--- src/rtl/cache_pkg.sv ---
// Shared definitions for the direct-mapped write-back data cache:
// address-field widths, FSM state encoding and common word/tag types.
package cache_pkg;

   localparam int unsigned LINE_ADDR_LEN = 3;  // log2(words per line)
   localparam int unsigned SET_ADDR_LEN  = 3;  // log2(number of lines)

   // Tag width is whatever remains of a 32-bit byte address.
   function automatic int unsigned tag_addr_len(input int unsigned line_len,
                                                input int unsigned set_len);
      return 32 - 2 - line_len - set_len;
   endfunction

   function automatic int unsigned pow2(input int unsigned n);
      return 32'd1 << n;
   endfunction

   localparam int unsigned TAG_ADDR_LEN = tag_addr_len(LINE_ADDR_LEN, SET_ADDR_LEN);
   localparam int unsigned LINE_WORDS   = pow2(LINE_ADDR_LEN);
   localparam int unsigned NUM_LINES    = pow2(SET_ADDR_LEN);

   localparam logic [1:0] S_IDLE = 2'd0;
   localparam logic [1:0] S_WB   = 2'd1;
   localparam logic [1:0] S_FILL = 2'd2;

   typedef logic [31:0]             word_t;
   typedef logic [TAG_ADDR_LEN-1:0] tag_t;

endpackage

--- src/rtl/dcache_ctrl_if.sv ---
// Cache bus bundle: MEM-stage request/response plus the word-serial memory
// request/acknowledge channel.
//   master : pipeline + memory side (drives requests, MemRData, MemAck)
//   slave  : the cache (drives RdData, DCacheMiss and memory beats)
interface dcache_ctrl_if;
   logic        RdReq;
   logic        WrReq;
   logic [31:0] Addr;
   logic [31:0] WrData;
   logic [3:0]  WrBe;
   logic [31:0] RdData;
   logic        DCacheMiss;
   logic        MemReq;
   logic        MemWe;
   logic [31:0] MemAddr;
   logic [31:0] MemWData;
   logic [31:0] MemRData;
   logic        MemAck;

   modport master (
      output RdReq, WrReq, Addr, WrData, WrBe, MemRData, MemAck,
      input  RdData, DCacheMiss, MemReq, MemWe, MemAddr, MemWData
   );

   modport slave (
      input  RdReq, WrReq, Addr, WrData, WrBe, MemRData, MemAck,
      output RdData, DCacheMiss, MemReq, MemWe, MemAddr, MemWData
   );
endinterface

--- src/rtl/cache_line_array.sv ---
// Line storage: valid/dirty/tag per line plus the data words.
// Ports: combinational read port (rd_set/rd_word -> rd_*_c); byte-enabled
// word write port and line-state updates, all addressed by wr_set.
// valid/dirty are reset; tags and data are not.
module cache_line_array
   import cache_pkg::*;
(
   input  logic                     clk,
   input  logic                     rst_n,
   input  logic [SET_ADDR_LEN-1:0]  rd_set,
   input  logic [LINE_ADDR_LEN-1:0] rd_word,
   output logic                     rd_valid_c,
   output logic                     rd_dirty_c,
   output tag_t                     rd_tag_c,
   output word_t                    rd_data_c,
   input  logic [SET_ADDR_LEN-1:0]  wr_set,
   input  logic [LINE_ADDR_LEN-1:0] wr_word,
   input  logic                     wr_en,
   input  logic [3:0]               wr_be,
   input  word_t                    wr_data,
   input  logic                     set_dirty,
   input  logic                     clr_dirty,
   input  logic                     clr_valid,
   input  logic                     fill_done,
   input  tag_t                     fill_tag
);

   logic [NUM_LINES-1:0] valid_q, valid_d;
   logic [NUM_LINES-1:0] dirty_q, dirty_d;
   tag_t                 tag_q  [NUM_LINES];
   word_t                data_q [NUM_LINES*LINE_WORDS];

   assign rd_valid_c = valid_q[rd_set];
   assign rd_dirty_c = dirty_q[rd_set];
   assign rd_tag_c   = tag_q[rd_set];
   assign rd_data_c  = data_q[{rd_set, rd_word}];

   // Line state updates; a completed fill makes the line valid and clean.
   always_comb begin
      valid_d = valid_q;
      dirty_d = dirty_q;
      if (clr_valid) valid_d[wr_set] = 1'b0;
      if (fill_done) valid_d[wr_set] = 1'b1;
      if (set_dirty) dirty_d[wr_set] = 1'b1;
      if (clr_dirty || fill_done) dirty_d[wr_set] = 1'b0;
   end

   always_ff @(posedge clk or negedge rst_n) begin
      if (!rst_n) begin
         valid_q <= '0;
         dirty_q <= '0;
      end else begin
         valid_q <= valid_d;
         dirty_q <= dirty_d;
      end
   end

   // Tag and data storage (not reset).
   always_ff @(posedge clk) begin
      if (fill_done) tag_q[wr_set] <= fill_tag;
      if (wr_en) begin
         for (int b = 0; b < 4; b++) begin
            if (wr_be[b]) data_q[{wr_set, wr_word}][8*b +: 8] <= wr_data[8*b +: 8];
         end
      end
   end

endmodule

--- src/rtl/dcache_ctrl.sv ---
// Direct-mapped, write-back, write-allocate data cache for the MEM stage.
// Ports: clk, rst_n (async active-low); bus (slave side of dcache_ctrl_if:
// load/store request, RdData/DCacheMiss, word-serial memory channel);
// AccessCount/MissCount measurement counters.
// Hits answer combinationally; a miss stalls via DCacheMiss while the FSM
// writes back a dirty victim (WB) and refills the line (FILL).
module dcache_ctrl
   import cache_pkg::*;
(
   input  logic        clk,
   input  logic        rst_n,
   dcache_ctrl_if.slave bus,
   output logic [31:0] AccessCount,
   output logic [31:0] MissCount
);

   logic [1:0]               state_q, state_d;
   logic [LINE_ADDR_LEN-1:0] cnt_q, cnt_d;
   logic [SET_ADDR_LEN-1:0]  miss_set_q, miss_set_d;
   tag_t                     miss_tag_q, miss_tag_d;
   logic                     refill_q, refill_d;
   logic [31:0]              access_q, access_d;
   logic [31:0]              miss_q, miss_d;

   logic [LINE_ADDR_LEN-1:0] req_word;
   logic [SET_ADDR_LEN-1:0]  req_set;
   tag_t                     req_tag;
   logic                     req;
   logic                     hit;
   logic                     addr_unused;

   logic [SET_ADDR_LEN-1:0]  rd_set;
   logic [LINE_ADDR_LEN-1:0] rd_word;
   logic                     rd_valid_c, rd_dirty_c;
   tag_t                     rd_tag_c;
   word_t                    rd_data_c;
   logic [SET_ADDR_LEN-1:0]  wr_set;
   logic [LINE_ADDR_LEN-1:0] wr_word;
   logic                     wr_en;
   logic [3:0]               wr_be;
   word_t                    wr_data;
   logic                     set_dirty, clr_dirty, clr_valid, fill_done;

   assign req_word    = bus.Addr[LINE_ADDR_LEN+1:2];
   assign req_set     = bus.Addr[LINE_ADDR_LEN+2 +: SET_ADDR_LEN];
   assign req_tag     = bus.Addr[31 -: TAG_ADDR_LEN];
   assign addr_unused = ^bus.Addr[1:0];
   assign req         = bus.RdReq | bus.WrReq;

   // In IDLE the read port follows the request; during a miss it walks the
   // victim line beat by beat.
   assign rd_set  = (state_q == S_IDLE) ? req_set  : miss_set_q;
   assign rd_word = (state_q == S_IDLE) ? req_word : cnt_q;
   assign hit     = rd_valid_c && (rd_tag_c == req_tag);

   assign AccessCount = access_q;
   assign MissCount   = miss_q;

   cache_line_array u_lines (
      .clk        (clk),
      .rst_n      (rst_n),
      .rd_set     (rd_set),
      .rd_word    (rd_word),
      .rd_valid_c (rd_valid_c),
      .rd_dirty_c (rd_dirty_c),
      .rd_tag_c   (rd_tag_c),
      .rd_data_c  (rd_data_c),
      .wr_set     (wr_set),
      .wr_word    (wr_word),
      .wr_en      (wr_en),
      .wr_be      (wr_be),
      .wr_data    (wr_data),
      .set_dirty  (set_dirty),
      .clr_dirty  (clr_dirty),
      .clr_valid  (clr_valid),
      .fill_done  (fill_done),
      .fill_tag   (miss_tag_q)
   );

   // Next-state, memory beat and array control.
   always_comb begin
      state_d    = state_q;
      cnt_d      = cnt_q;
      miss_set_d = miss_set_q;
      miss_tag_d = miss_tag_q;
      refill_d   = 1'b0;
      access_d   = access_q;
      miss_d     = miss_q;

      bus.RdData     = rd_data_c;
      bus.DCacheMiss = 1'b0;
      bus.MemReq     = 1'b0;
      bus.MemWe      = 1'b0;
      bus.MemAddr    = '0;
      bus.MemWData   = '0;

      wr_set    = rd_set;
      wr_word   = rd_word;
      wr_en     = 1'b0;
      wr_be     = bus.WrBe;
      wr_data   = bus.WrData;
      set_dirty = 1'b0;
      clr_dirty = 1'b0;
      clr_valid = 1'b0;
      fill_done = 1'b0;

      case (state_q)
         S_IDLE: begin
            if (req) begin
               if (hit) begin
                  if (bus.WrReq) begin
                     wr_en     = 1'b1;
                     set_dirty = 1'b1;
                  end
                  // The re-hit right after a refill was already counted.
                  if (!refill_q) access_d = access_q + 32'd1;
               end else begin
                  bus.DCacheMiss = 1'b1;
                  access_d       = access_q + 32'd1;
                  miss_d         = miss_q + 32'd1;
                  cnt_d          = '0;
                  miss_set_d     = req_set;
                  miss_tag_d     = req_tag;
                  // Line contents become stale as soon as refill begins.
                  clr_valid      = 1'b1;
                  state_d        = (rd_valid_c && rd_dirty_c) ? S_WB : S_FILL;
               end
            end
         end

         S_WB: begin
            bus.DCacheMiss = 1'b1;
            bus.MemReq     = 1'b1;
            bus.MemWe      = 1'b1;
            bus.MemAddr    = {rd_tag_c, miss_set_q, cnt_q, 2'b00};
            bus.MemWData   = rd_data_c;
            if (bus.MemAck) begin
               cnt_d = cnt_q + LINE_ADDR_LEN'(1);
               if (&cnt_q) begin
                  clr_dirty = 1'b1;
                  state_d   = S_FILL;
               end
            end
         end

         S_FILL: begin
            bus.DCacheMiss = 1'b1;
            bus.MemReq     = 1'b1;
            bus.MemAddr    = {miss_tag_q, miss_set_q, cnt_q, 2'b00};
            if (bus.MemAck) begin
               wr_en   = 1'b1;
               wr_be   = 4'hF;
               wr_data = bus.MemRData;
               cnt_d   = cnt_q + LINE_ADDR_LEN'(1);
               if (&cnt_q) begin
                  fill_done = 1'b1;
                  refill_d  = 1'b1;
                  state_d   = S_IDLE;
               end
            end
         end

         default: state_d = S_IDLE;
      endcase
   end

   always_ff @(posedge clk or negedge rst_n) begin
      if (!rst_n) begin
         state_q    <= S_IDLE;
         cnt_q      <= '0;
         miss_set_q <= '0;
         miss_tag_q <= '0;
         refill_q   <= 1'b0;
         access_q   <= '0;
         miss_q     <= '0;
      end else begin
         state_q    <= state_d;
         cnt_q      <= cnt_d;
         miss_set_q <= miss_set_d;
         miss_tag_q <= miss_tag_d;
         refill_q   <= refill_d;
         access_q   <= access_d;
         miss_q     <= miss_d;
      end
   end

endmodule

--- src/flat_wrapper.sv ---
// flat-port wrapper written by rule: the top's interface ports become plain ports
module dcache_ctrl_flat import cache_pkg::*;
  (clk, rst_n, AccessCount, MissCount, bus_RdReq, bus_WrReq, bus_Addr, bus_WrData, bus_WrBe, bus_MemRData, bus_MemAck, bus_RdData, bus_DCacheMiss, bus_MemReq, bus_MemWe, bus_MemAddr, bus_MemWData);
  dcache_ctrl_if bus_i ();
  input  logic clk;
  input  logic rst_n;
  output logic [31:0] AccessCount;
  output logic [31:0] MissCount;
  input wire logic [$bits(bus_i.RdReq)-1:0] bus_RdReq;
  input wire logic [$bits(bus_i.WrReq)-1:0] bus_WrReq;
  input wire logic [$bits(bus_i.Addr)-1:0] bus_Addr;
  input wire logic [$bits(bus_i.WrData)-1:0] bus_WrData;
  input wire logic [$bits(bus_i.WrBe)-1:0] bus_WrBe;
  input wire logic [$bits(bus_i.MemRData)-1:0] bus_MemRData;
  input wire logic [$bits(bus_i.MemAck)-1:0] bus_MemAck;
  output wire logic [$bits(bus_i.RdData)-1:0] bus_RdData;
  output wire logic [$bits(bus_i.DCacheMiss)-1:0] bus_DCacheMiss;
  output wire logic [$bits(bus_i.MemReq)-1:0] bus_MemReq;
  output wire logic [$bits(bus_i.MemWe)-1:0] bus_MemWe;
  output wire logic [$bits(bus_i.MemAddr)-1:0] bus_MemAddr;
  output wire logic [$bits(bus_i.MemWData)-1:0] bus_MemWData;
  assign bus_i.RdReq = bus_RdReq;
  assign bus_i.WrReq = bus_WrReq;
  assign bus_i.Addr = bus_Addr;
  assign bus_i.WrData = bus_WrData;
  assign bus_i.WrBe = bus_WrBe;
  assign bus_i.MemRData = bus_MemRData;
  assign bus_i.MemAck = bus_MemAck;
  assign bus_RdData = bus_i.RdData;
  assign bus_DCacheMiss = bus_i.DCacheMiss;
  assign bus_MemReq = bus_i.MemReq;
  assign bus_MemWe = bus_i.MemWe;
  assign bus_MemAddr = bus_i.MemAddr;
  assign bus_MemWData = bus_i.MemWData;
  dcache_ctrl u_core (.clk(clk), .rst_n(rst_n), .bus(bus_i), .AccessCount(AccessCount), .MissCount(MissCount));
endmodule
--- config.mk ---
export PLATFORM = sky130hd
export DESIGN_NAME = dcache_ctrl_flat
export DESIGN_NICKNAME = d
export VERILOG_FILES = /design/src/rtl/cache_pkg.sv /design/src/rtl/dcache_ctrl_if.sv /design/src/rtl/cache_line_array.sv /design/src/rtl/dcache_ctrl.sv /design/src/flat_wrapper.sv
export SDC_FILE = /design/constraint.sdc
export NUM_CORES = 2
export LEC_CHECK = 0
export CORE_UTILIZATION = 60
export DETAILED_ROUTE_END_ITERATION = 6
export DONT_BUFFER_PORTS = 1
export PLACE_DENSITY_LB_ADDON = 0.15
export SYNTH_ARGS = -nofsm -noshare
export SYNTH_HDL_FRONTEND = slang
export SYNTH_SLANG_ARGS = --single-unit
--- constraint.sdc ---
create_clock -name clk -period 5.5 [get_ports clk]
set_clock_uncertainty 0.2 [all_clocks]
set_input_delay 0.275 -clock clk [delete_from_list [all_inputs] [get_ports clk]]
set_output_delay 0.275 -clock clk [all_outputs]
set_load 0.005 [all_outputs]
Yosys cells after proc, flatten, opt, wreduce, memory -nomap -nowiden:

Memories as Yosys holds them, arrays and structs flattened.
Index checks and enable logic that the tools add are counted.

* bits in registers: 113
* RAM bits: 2240
* input bits: 105
* output and inout bits: 163
* word-level logic and storage cells: 108
* memories kept: 2

* add/sub/neg operators: 3
* $lt $le $gt $ge: 2
* eq/ne operators: 11
* multiplexer cells: 62
* bitwise gates (word level): 7
* reduce and logical (&&, ||, !) cells: 12

Memories
* u_core.u_lines.data_q: depth 64, bits a word 32, rd ports 1, clocked after memory_dff 0, wr ports 1, RTL line cache_line_array.sv:31 `word_t data_q [NUM_LINES*LINE_WORDS];`
* u_core.u_lines.tag_q: depth 8, bits a word 24, rd ports 1, clocked after memory_dff 0, wr ports 1, RTL line cache_line_array.sv:30 `tag_t tag_q [NUM_LINES];`

Operators with widths (number)
* $mux 32: 5
* $add 32x1->32 const B: 2
* $pmux 32 s2: 1
* $mux 8: 4
* $mux 1: 31
* $eq 24x24->1: 1
* $and 8x8->8: 2
* $or 8x8->8: 2
* $mux 3: 5
* $mux 2: 7
* $reduce_and 3->1: 3
* $mux 4: 2
* $ne 2x1->1 const B: 4
* $ne 2x2->1 const B: 4
* $not 8->8: 1
* $bmux 1 s3: 2
* $pmux 2 s3: 1
* $pmux 3 s2: 1
* $reduce_and 6->1: 1
* $lt 3x4->1 const B: 1
* $pmux 1 s2: 2
* $reduce_and 4->1: 1
* $add 3x1->3 const B: 1
* $demux 1 s3: 1
* 10 further kinds: 12

Logic depth before layout (Yosys ltp):

* depth in word-level cells: 11
* depth in mapped cells: 20

Hierarchy:

From an unflattened synthesis, not the netlist that was laid out.

* cell total of the unflattened synthesis: 4580
* area total of the unflattened synthesis: 92976.7 µm²

Modules (own cells, without submodules)
* cache_line_array: times used 1, cells an instance 3984, area an instance 86994.7 µm², sequential area each 67664.9 µm²
* dcache_ctrl: times used 1, cells an instance 596, area an instance 5982.0 µm², sequential area each 2427.3 µm²

Worst setup path after synthesis:

Ideal clock, no wire load.

* kind: register to register
* from: register u_core.state_q[0]
* to: memory u_core.u_lines.data_q[16][16] (netlist name) (enable)
* library setup time: 0.383 ns
* data arrival time: 4.330 ns
* required time: 4.917 ns
* path slack: 0.587 ns
* stages on the path, launching flop included: 17
* buffers on the path: 4
* cells stage by stage: dfrtp_1 > inv_1 > ha_1 > buf_2 > mux2i_1 > buf_4 > nand2_1 > a32o_1 > o21a_1 > or3_1 > or4_1 > or4_1 > buf_2 > nor2_4 > a21oi_2 > clkbuf_1 > nor3_1

* word-level cells in the longest chain between the ends: 10
* elaborated cells on any way between the ends: 16
* those cells by class: 2 x eq/ne; 11 x mux; 2 x reduce/logical; 1 x memory

RTL lines
* start: declaration: RTL line dcache_ctrl.sv:17 `logic [1:0] state_q, state_d;`
* start signal: assignment: RTL line dcache_ctrl.sv:177 `state_q <= state_d;`
* $logic_not 2->1: RTL line dcache_ctrl.sv:52, dcache_ctrl.sv:53, dcache_ctrl.sv:107
* $mux 3: RTL line dcache_ctrl.sv:52 `assign rd_set = (state_q == S_IDLE) ? req_set : miss_set_q;`
* $mem_v2 8x24 or $bmux 1 s3 (tied branches)
* $eq 24x24->1 or $mux 1 (tied branches): RTL line dcache_ctrl.sv:54, cache_line_array.sv:33
* $logic_and 1x1->1: RTL line dcache_ctrl.sv:54 `assign hit = rd_valid_c && (rd_tag_c == req_tag);`
* $mux 1: RTL line dcache_ctrl.sv:110 `if (hit) begin`
* $mux 1: RTL line dcache_ctrl.sv:109 `if (req) begin`
* $pmux 1 s2: RTL line dcache_ctrl.sv:107 `case (state_q)`
* $mux 1: RTL line cache_line_array.sv:61 `if (wr_en) begin`
* $mux 1 (implied by the code): RTL line cache_line_array.sv:63 `if (wr_be[b]) data_q[{wr_set, wr_word}][8*b +: 8] <= wr_data[8*b +: 8];`
* end: declaration: RTL line cache_line_array.sv:31

Parallel ways exist; a longest one is shown, timed or not. The select of a mux whose other input is x is not followed.

Worst setup path after layout:

* from: register u_core.state_q[1]
* to: output bus_MemWData[25]

* word-level cells in the longest chain between the ends: 4
* elaborated cells on any way between the ends: 6
* those cells by class: 1 x eq/ne; 3 x mux; 1 x reduce/logical; 1 x memory

RTL lines
* $logic_not 2->1 (*): RTL line dcache_ctrl.sv:52, dcache_ctrl.sv:53
* $mux 3 (on tied branches): RTL line dcache_ctrl.sv:52, dcache_ctrl.sv:53
* $mem_v2 64x32 (*)
* net bus_RdData[25]: RTL line flat_wrapper.sv:16 `output wire logic [$bits(bus_i.RdData)-1:0] bus_RdData;`
* $mux 32 (*): RTL line dcache_ctrl.sv:107
* end: declaration: RTL line flat_wrapper.sv:21 `output wire logic [$bits(bus_i.MemWData)-1:0] bus_MemWData;`

Mark *: on every way through the listed nets, which the timed path passes. The rest lies on a longest branch.

==> metrics.md <==
| Metric | Value |
|---|---|
| Outcome | finished with violations |
| Failing checks | design-rule violations |
| Share of layout cells above drive strength 1 | 0.170 |
| Ports | 268 |
| Nets | 6,066 |
| VDD IR max | 0.000676 V |
| Die height | 388 um |
| Final Max Tran Viols | 0 |
| Most frequent cells in the layout | edfxtp_1, a22oi_1, buf_4 |
| Data arrival time of the critical path | 5.01 ns |
| Register area share after synthesis | 0.782 |
| Multi-input logic area | 18,500 sq um |
| DPL Wire Length | 168,000 um |
| Post-Layout Inst Area | 104,000 sq um |
| Crit path cell chain | inv_1 > ha_4 > buf_4 > mux2i_4 > nor2_4 > buf_12 > buf_4 > a22oi_1 > nand4_1 > a21oi_1 > nand3_1 > a2111o_1 > and2_1 |
| Routed Antenna Nets | 0 |
| TritonCTS Buffers | 223 |
| Switching Fraction | 0.359 |
| Largest net degree at the start of global routing | 114 |
| Pleak | 34.3 nW |
| Die Area | 151,000 sq um |
| Worst slack, placed | -0.0956 ns |
| Reg area | 70,100 sq um |
| Total track usage | 0.361 |
| RD Place Congestion | 0.886 |
| Final instance count without filler cells | 8,091 |
| Final hold vios | 0 |
| Port bufs | 0 |
| Detailed Route Iter0 Violations | 8,050 |
| Clk pwr share | 0.272 |
| DR WL/cell | 34.1 um |
| Drt pass-1 iters | 7 |
| Max Cap Viol | 0 |
| Ys Warns | 0 |
| Vias per inst | 7.00 |
| Comb pwr share | 0.339 |
| Flop pwr share | 0.389 |
| Seq cells post-synth | 2,353 |
| Slowest cell on the critical path | mux2i_4 |
| Final setup fails | 0 |
| Commonest non-fill, non-tap cell in the layout | edfxtp_1 |
| Worst path most repeated cell | buf_4 |
| Adder-cell area share of the yosys netlist | 0.00112 |
| H-Tree Level Count | 4 |
| Period utilization | 0.998 |
| Simple-Gate Fraction of Synth Area | 0.0545 |
| Fin Hold WS | 0.0438 ns |
| Max FO, Critical Path | 37 |
| Initial antenna violation count | 17 |
| XOR/XNOR Fraction of Synth Area | 0.00674 |
| Synth Cell Area | 89,600 sq um |
| First-pass GRT wire length | 387,000 um |
| Clock sinks | 2,353 |
| Switching Power | 20.2 mW |
| Cells after Synth | 5,453 |
| Bufs on Longest Clock Path | 3 |
| Worst-path clk slew | 0.06 ns |
| Vias in the first global route | 54.0k |
| Final WS setup | 0.0101 ns |
| Fmax | 0.182 GHz |
| Cell internal pwr | 36.1 mW |
| Slowest stage delay, CP | 0.55 ns |
| CP Capture Type | output port |
| Number of synthesized flops with an enable pin | 2,240 |
| Dpl cells | 7,555 |
| CTS tree | yes |
| Routed vias | 56.7k |
| Setup CP Type | reg -> out |
| Post-synthesis compound-gate area fraction | 0.125 |
| Die width | 388 um |
| Largest family of logic cells by synthesized area | compound AO/OA/AOI/OAI gates |
| Row count | 141 |
| Crit path buffers/inverters | 4 |
| Clock root cell | clkbuf_16 |
| Slew of the pin with the lowest slew margin | 1.35 ns |
| Mux cell area share after synthesis | 0.0132 |
| Pwr Density | 542 nW/um^2 |
| Mean Syn Cell Area | 16.4 sq um |
| Total power | 56.3 mW |
| Synth unique cells | 81 |
| Final Critical Period | 5.49 ns |
| Worst EP required | 5.03 ns |
| Clk Latency, worst-skew pair | 0.83 ns |
| Area grow syn2layout | 16.0% |
| DRC violations left | 3 |
| Async SR Flop Fraction | 0.0480 |
| Hold WC Path Type | in -> reg |
| Area after DPL | 95,500 sq um |
| Cell family with most CP delay | compound AO/OA/AOI/OAI gates |
| Global route overflow | 0 |
| Top FF cell, synth | edfxtp_1 |
| Worst setup SP type | flop |
| Max_slew headroom | 0.0979 |
| Initial Util | 0.605 |
| Fill count | 9,293 |
| WL final | 276,000 um |
| RSZ-0062 raised after global routing | true |
| Core Box Area | 148,000 sq um |
-- power groups by stage --
stage / clock [mW] / sequential, mW / combinational (mW)
after detailed placement: 0 / 22.2 / 18.0
after floorplan: 0 / 22.0 / 9.39
after global placement: 0 / 22.2 / 17.8
after CTS: 15.4 / 21.9 / 18.5
after global routing: 16.0 / 21.9 / 19.7
final: 15.3 / 21.9 / 19.1
-- cell type report --
cell class,count,area share
timing repair buffer,647,0.0542
tap,1930,0.0232
inverter,17,0.000614
clock buffer,283,0.0570
sequential,2353,0.674
antenna,23,0.000553
clock inverter,127,0.0126
multi-input combinational,2711,0.178
-- registers in the layout, summed over array words and instances, names as in the netlist --
signal and cells:
u_core.AccessCount 32, u_core.MissCount 32, u_core.cnt_q 3, u_core.miss_set_q 3, u_core.miss_tag_q 24, u_core.refill_q 1, u_core.state_q 2, u_core.u_lines.data_q 2048
u_core.u_lines.dirty_q 8, u_core.u_lines.tag_q 192, u_core.u_lines.valid_q 8
-- synth_stat cells (all sizes together) (6+ instances only) --
cell | instances | area share
a2111oi | 7 | 0.00068
a21boi | 9 | 0.00075
a21oi | 76 | 0.0046
a221o | 12 | 0.0013
a221oi | 83 | 0.0081
a222oi | 42 | 0.0047
a22o | 86 | 0.0084
a22oi | 807 | 0.068
a31oi | 57 | 0.0040
a32o | 12 | 0.0013
a32oi | 36 | 0.0035
a41o | 17 | 0.0019
a41oi | 41 | 0.0040
and2 | 52 | 0.0036
and3 | 26 | 0.0018
and3b | 8 | 0.00078
buf | 138 | 0.0067
clkbuf | 239 | 0.010
dfrtp | 113 | 0.032
edfxtp | 2240 | 0.75
ha | 8 | 0.0011
inv | 17 | 0.00071
mux2 | 65 | 0.0082
mux2i | 45 | 0.0050
nand2 | 344 | 0.014
nand2b | 10 | 0.00070
nand3 | 53 | 0.0030
nand3b | 6 | 0.00050
nand4 | 56 | 0.0039
nor2 | 281 | 0.012
nor2b | 23 | 0.0016
nor3 | 75 | 0.0047
nor3b | 9 | 0.00075
nor4 | 42 | 0.0030
nor4b | 7 | 0.00068
o211ai | 20 | 0.0017
o21ai | 129 | 0.0072
o22a | 6 | 0.00059
o22ai | 17 | 0.0012
or3 | 10 | 0.00070
or4 | 10 | 0.00084
xnor2 | 17 | 0.0017
xor2 | 52 | 0.0051
-- metrics by stage --
stage | TNS (ns) | utilization
final | 0 | 0.703
after global routing | -0.0286 | 0.702
after CTS | 0 | 0.701
after detailed placement | -0.756 | 0.645
after global placement | -0.394 | 0.645
after floorplan | 0 | -
-- worst paths after layout --
kind,start,endpoint,slack [ns],cells after the start
max,u_core.state_q[1],bus_MemWData[25],0.01,13
min,bus_MemRData[12],u_core.u_lines.data_q[21][12],0.04,2
max reg2reg,u_core.state_q[1],u_core.u_lines.data_q[59][14],0.21,17
min reg2reg,u_core.AccessCount[31],u_core.AccessCount[31],0.29,1
max in group asynchronous,rst_n,u_core.AccessCount[11],3.99,4
min in group asynchronous,rst_n,u_core.miss_tag_q[7],0.45,4
-- repair_timing --
action                                   CTS  global route
gates cloned                               3             1
hold endpoints to repair                2056             0
buffers inserted                          15             7
gates resized for setup                   23            17
hold buffers                              77             0
endpoints found under the setup margin   121          1990
pin swaps                                  3             2
-- metal layers --
layer  up-vias  wire length (um)  GRT usage  part of all wire
met5         -                85          0           0.00031
met4        14             15200      0.182             0.055
met3       724             37500      0.110              0.14
met2      4380            124000      0.539              0.45
met1     28300             98700      0.485              0.36
li1      23200                 -          -                 -
-- kinds of logic after synthesis --
group / count (synthesis)
DFF: 2353
AOI/OAI and AO/OA: 1490
and+or+nand+nor: 1028
buffers and inverters: 394
muxes: 110
xor gates and xnor gates: 69
adders and majority gates: 8
other: 1
(Power assumes the default switching activity.)
